==> config.mk <==
export PLATFORM = sky130hd
export DESIGN_NAME = imem_arbiter
export DESIGN_NICKNAME = d
export VERILOG_FILES = /design/src/rtl/imem_arbiter.sv
export SDC_FILE = /design/constraint.sdc
export NUM_CORES = 1
export LEC_CHECK = 0
export ABC_AREA = 1
export BUFFER_PORTS_ARGS = -buffer_cell sky130_fd_sc_hd__buf_2
export CELL_PAD_IN_SITES_DETAIL_PLACEMENT = 1
export CELL_PAD_IN_SITES_GLOBAL_PLACEMENT = 1
export CORE_MARGIN = 8
export CORE_UTILIZATION = 17
export CTS_CLUSTER_DIAMETER = 30
export CTS_CLUSTER_SIZE = 12
export DETAILED_ROUTE_END_ITERATION = 12
export HOLD_SLACK_MARGIN = 0.05
export PLACE_DENSITY_LB_ADDON = 0.1
export REMOVE_ABC_BUFFERS = 1
export SYNTH_ARGS = -nofsm -noshare
export SYNTH_HDL_FRONTEND = slang
export SYNTH_SLANG_ARGS = --single-unit
==> constraint.sdc <==
create_clock -name clk -period 1.5 [get_ports clk]
set_input_delay 0.3 -clock clk [delete_from_list [all_inputs] [get_ports clk]]
set_output_delay 0.3 -clock clk [all_outputs]
set_load 0.05 [all_outputs]
==> src/rtl/imem_arbiter.sv <==
// Instruction-memory arbiter: loader write port over two round-robin hart fetch ports.
// Loader port is built only when IMEM_ARB_LOADER_EN is defined; otherwise ld_* are ignored.
module imem_arbiter #(
    parameter int unsigned ADDR_W = 9,
    parameter int unsigned DATA_W = 32
) (
    input  logic              clk,
    input  logic              rst,
    input  logic              f0_req,
    input  logic [ADDR_W-1:0] f0_addr,
    output logic              f0_gnt,
    input  logic              f0_flush,
    output logic              f0_rvalid,
    output logic [DATA_W-1:0] f0_rdata,
    input  logic              f1_req,
    input  logic [ADDR_W-1:0] f1_addr,
    output logic              f1_gnt,
    input  logic              f1_flush,
    output logic              f1_rvalid,
    output logic [DATA_W-1:0] f1_rdata,
    input  logic              ld_valid,
    input  logic [ADDR_W-1:0] ld_addr,
    input  logic [DATA_W-1:0] ld_data,
    output logic              ld_ready,
    output logic [ADDR_W-1:0] mem_addr,
    output logic              mem_we,
    output logic [DATA_W-1:0] mem_wdata,
    input  logic [DATA_W-1:0] mem_rdata
);

    typedef enum logic [1:0] {
        IDLE = 2'd0,
        H0   = 2'd1,
        H1   = 2'd2
    } rtag_t;

    rtag_t             rtag_q, rtag_d;
    logic              rr_last_q, rr_last_d;   // 1: hart 1 was granted last
    logic [ADDR_W-1:0] addr_q, addr_d;
    logic              ld_act;

`ifdef IMEM_ARB_LOADER_EN
    assign ld_act = ld_valid;
`else
    // Reduces to constant 0 while still consuming the unused loader inputs.
    assign ld_act = &{1'b0, ld_valid, ld_addr, ld_data};
`endif

    always_comb begin
        f0_gnt    = 1'b0;
        f1_gnt    = 1'b0;
        ld_ready  = 1'b0;
        mem_we    = 1'b0;
        mem_wdata = '0;
        addr_d    = addr_q;
        rtag_d    = IDLE;
        rr_last_d = rr_last_q;
        if (ld_act) begin
            ld_ready  = 1'b1;
            mem_we    = 1'b1;
            addr_d    = ld_addr;
            mem_wdata = ld_data;
        end else if (f0_req && (!f1_req || rr_last_q)) begin
            f0_gnt    = 1'b1;
            addr_d    = f0_addr;
            rr_last_d = 1'b0;
            rtag_d    = f0_flush ? IDLE : H0;
        end else if (f1_req) begin
            f1_gnt    = 1'b1;
            addr_d    = f1_addr;
            rr_last_d = 1'b1;
            rtag_d    = f1_flush ? IDLE : H1;
        end
    end

    assign mem_addr = addr_d;

    always_ff @(posedge clk or posedge rst) begin
        if (rst) begin
            rtag_q    <= IDLE;
            rr_last_q <= 1'b1;
            addr_q    <= '0;
        end else begin
            rtag_q    <= rtag_d;
            rr_last_q <= rr_last_d;
            addr_q    <= addr_d;
        end
    end

    assign f0_rvalid = (rtag_q == H0) && !f0_flush;
    assign f1_rvalid = (rtag_q == H1) && !f1_flush;
    assign f0_rdata  = mem_rdata;
    assign f1_rdata  = mem_rdata;

endmodule

# Word level (Yosys, flattened, before mapping)
# Index checks and enable logic that the tools add are counted.
[word_totals] regBits=12 input_bits=98 out_inout_bits=111 elab_cells=24
[classes] eq_ne=2 n_mux=11 reduce_logical=8
[op_table] cell="$mux 9" count=2
[op_table] cell="$mux 1" count=6
[op_table] cell="$mux 2" count=3
[op_table] cell="$logic_and 1x1->1" count=3
[op_table] cell="$logic_not 1->1" count=3
[op_table] cell="$eq 2x1->1 const B" count=1
[op_table] cell="$eq 2x2->1 const B" count=1
[op_table] cell="$reduce_bool 2->1" count=1
[op_table] cell="$logic_or 1x1->1" count=1

# Longest topological paths before layout
[depth] ltp_word=4 depth_mapped=6 depth_no_buf=5

# Worst setup path after synthesis
# No wires, ideal clock.
[synth_path] path_type="register to output" from="register rr_last_q" to="output f1_gnt" t_arrival_ps=1477 t_required_ps=1200 slack_ps=-277 path_stages_with_launch=6 n_path_buf=0 cell_sequence="dfstp_2 -> inv_1 -> nand2_4 -> nand2_4 -> inv_1 -> nor2_1"
[synth_via] elab_chain_len=3
[synth_rtl] item="start, declared" line="38" rtl="logic rr_last_q, rr_last_d;"
[synth_rtl] item="start signal, assigned" line="85" rtl="rr_last_q <= rr_last_d;"
[synth_rtl] item="$logic_or 1x1->1" line="63" rtl="end else if (f0_req && (!f1_req || rr_last_q)) begin"
[synth_rtl] item="$logic_and 1x1->1" line="63"
[synth_rtl] item="$mux 1" line="63"
[synth_rtl] item="end, declared" line="17" rtl="output logic f1_gnt,"
# Every way passes these cells.

# Worst setup path after layout
[layout_path] from="register rr_last_q" to="output mem_addr[6]"
[layout_via] elab_chain_len=3
[layout_rtl] item="$logic_or 1x1->1" line="63"
[layout_rtl] item="$logic_and 1x1->1" line="63"
[layout_rtl] item="$mux 9" line="63"
[layout_rtl] item="end, declared" line="25" rtl="output logic [ADDR_W-1:0] mem_addr,"
# Every way passes these cells.

==> metrics.md <==
| Metric | Value |
|---|---|
| Run status | complete, but fails checks |
| Violated checks | setup timing |
| RSZ-0062 raised after global routing | yes |
| Peak supply drop | 0.136 mV |
| CP Max Fanout | 5 |
| Hold WS | roughly 90 ps |
| Fin crit share | 111% |
| Syn avg cell area | around 7.4 um2 |
| Largest net degree at the start of global routing | 13 |
| Initial antenna violation count | 0 |
| Crit path depth | 6 |
| First-pass DRT Iterations | 2 |
| Vias per inst | roughly 3.4 |
| Synth Register Bits | 12 |
| Synthesized area | about 1400 um2 |
| Crit-path slowest cell | dfstp_2 |
| Setup WS post-layout | -170 ps |
| CORE AREA | approximately 8100 um2 |
| CP top delay family | flip-flops |
| Pleak | slightly below 0.0008 uW |
| Ant diodes | 0 |
| Clock-pin slew on the worst setup and hold paths | 60 ps |
| Cell row count | 33 |
| DIE WIDTH | around 110 um |
| Largest family of logic cells by synthesized area | buffers and inverters |
| WP data arrival | about 1400 ps |
| Slowest cell delay on critical path | between 500 and 600 ps |
| Share of layout cells above drive strength 1 | a little under half |
| DR iter-0 viols | 20 |
| Worst-skew pair later-pin latency | 240 ps |
| CTS Buf Count | 3 |
| Post-Route Utilization | 17.9% |
| Layout area overhead | 4.81% |
| Final setup viols | 11 |
| Area share of fa/ha/maj cells after synthesis | 0% |
| Port buffer count | 36 |
| Critical path endpoint category | output port |
| CP required | about 1200 ps |
| Post-synthesis mux area share | 0% |
| Total Wirelength | a little over 7000 um |
| Number of hold buffers added after CTS | 0 |
| Final Hold Fails | 0 |
| Tmin final | between 1500 and 2000 ps |
| CTS tree | built |
| Final max-slew violation count | 0 |
| Worst Max-Slew Pin Slew | roughly 540 ps |
| Post-synthesis sequential area ratio | 21.9% |
| Register area | just over 300 um2 |
| Vias | ~960 |
| Starting Density | between 10% and 20% |
| WP buf/inv | 3 |
| DRC errors left | 0 |
| Crit path cell chain | inv_2 > nand2_4 > buf_6 > nand3_2 > nand2_2 > buf_8 |
| Synth cell types | 15 |
| Antenna Violating Nets Remaining | 0 |
| Post-route cell area | around 1400 um2 |
| Critical path class | flop to output port |
| F_max | about 600 MHz |
| Worst Hold Class | input pin to asynchronous set/reset pin |
| Nets | between 200 and 300 |
| Overflow after GRT | 0 |
| Total GRT Usage | between 10% and 20% |
| Placer Congestion | about 0.74 |
| Root buf cell | clkbuf_8 |
| Xor/xnor share of the synthesized area | 0% |
| Fillers | 1,000 |
| # IOs | approximately 210 |
| DR WL/cell | 25.8 um |
| Reg2Reg Depth | 7 |
| First-pass GRT wire length | around 9500 um |
| CTS Buffer Depth | 2 |
| Rel. slew slack | around 64% |
| Crit start category | flop |
| Clock sink total | 12 |
| Final HPWL DP | around 6400 um |
| Total number of H-tree levels | 1 |
| Final Skew | between 2 and 2.5 ps |
| Number of global-route vias before repair | between 1,000 and 1,500 |
| YS warnings | 0 |
| Pwr dens | 993 nW/um2 |
| Compound-Gate Fraction of Synth Area | 0.363% |
| Area occupied by multi-input gates | 493 um2 |
| Post-synthesis simple-gate area fraction | 19.3% |
| Die H | about 110 um |
| Max cap viols | 0 |
| Synthesized instance count | roughly 190 |
| Die ar. | roughly 11,000 um2 |
| Placed instance area | about 1200 um2 |
layout make-up:
type,instances,area share (%)
clock buffers,4,3.12
inverters,5,1.30
multi-input cells,98,34.1
flip-flops and latches,12,20.9
well taps,105,9.10
repair buffers,56,31.5
placed cells by master (no fill, tap or decap), drive strengths merged:
master and count:
nand2 48, buf 56, or2 1, o21ai 1, clkbuf 4, nand3 9
inv 5, nor3 1, dfstp 1, conb 34, nor2 4, dfrtp 11
final timing paths:
kind / start / endpoint / slack (ps)
max in group asynchronous: rst / rr_last_q$_DFFE_PP1P_ / 1040
worst max register to register: rr_last_q$_DFFE_PP1P_ / addr_q[0]$_DFF_PP0_ / 190
worst max-delay path: rr_last_q$_DFFE_PP1P_ / mem_addr[6] / -170
min in group clk: f0_flush / rtag_q[0]$_DFF_PP0_ / 220
worst min-delay path: rst / addr_q[4]$_DFF_PP0_ / 90
worst min register to register: rr_last_q$_DFFE_PP1P_ / rr_last_q$_DFFE_PP1P_ / 600
registers in the layout, indices dropped and copies added (netlist names):
signal	flops
rtag_q	2
addr_q	9
rr_last_q	1
metrics by stage:
| stage | TNS (ps) | power, uW | setup slack (ps) | std cells |
|---|---|---|---|---|
| floorplan | -635 | 789 | -381 | 115 |
| global placement | -1010 | 975 | -139 | 269 |
| detailed placement | -993 | 976 | -117 | 269 |
| CTS | -1950 | 1440 | -189 | 279 |
| global route | -2210 | 1510 | -224 | 280 |
| finish | -1690 | 1430 | -170 | 280 |
cell families after synthesis:
logic type,Yosys count
AO/OA/AOI/OAI,1
other,1
flip-flops,12
buffers and inverters,108
AND/OR/NAND/NOR,63
worst register-to-register path: stages (launching register included):
cell	delay (ps)
dfstp_2	520
inv_2	40
nand2_4	100
nand2_8	100
nand2_1	110
nand2_2	70
buf_4	130
buf_4	120
cell usage after synthesis (all sizes together):
master / n / share of area [%]
dfrtp: 11 / 20
nand3: 9 / 3.3
nor3: 1 / 0.36
inv: 5 / 1.4
nand2: 48 / 14
clkbuf: 1 / 1.0
nor2: 4 / 1.1
dfstp: 1 / 1.9
conb: 1 / 0.27
o21ai: 1 / 0.36
buf: 102 / 56
or2: 1 / 0.45
per-layer routing:
metal | vias to the layer above | share of wire, % | GRT usage, %
li1 | 406 | - | -
met1 | 405 | 30 | 10.1
met2 | 140 | 35 | 15.2
met3 | 5 | 34 | 20.2
met4 | 0 | 0.69 | 2.41
met5 | - | 0 | 0.893
power by group:
group	total, uW	switching (uW)	internal, uW
clock network	317	130	188
logic	743	498	245
registers	374	10.1	364
repair_timing:
item                                    CTS  global route
gates resized for setup                  49             4
setup buffers                             6             1
endpoints found under the setup margin   11            11
gates cloned                              0             0
pin swaps                                10             2
hold endpoints to repair                  0             0
Power figures use the tool's default switching activity.
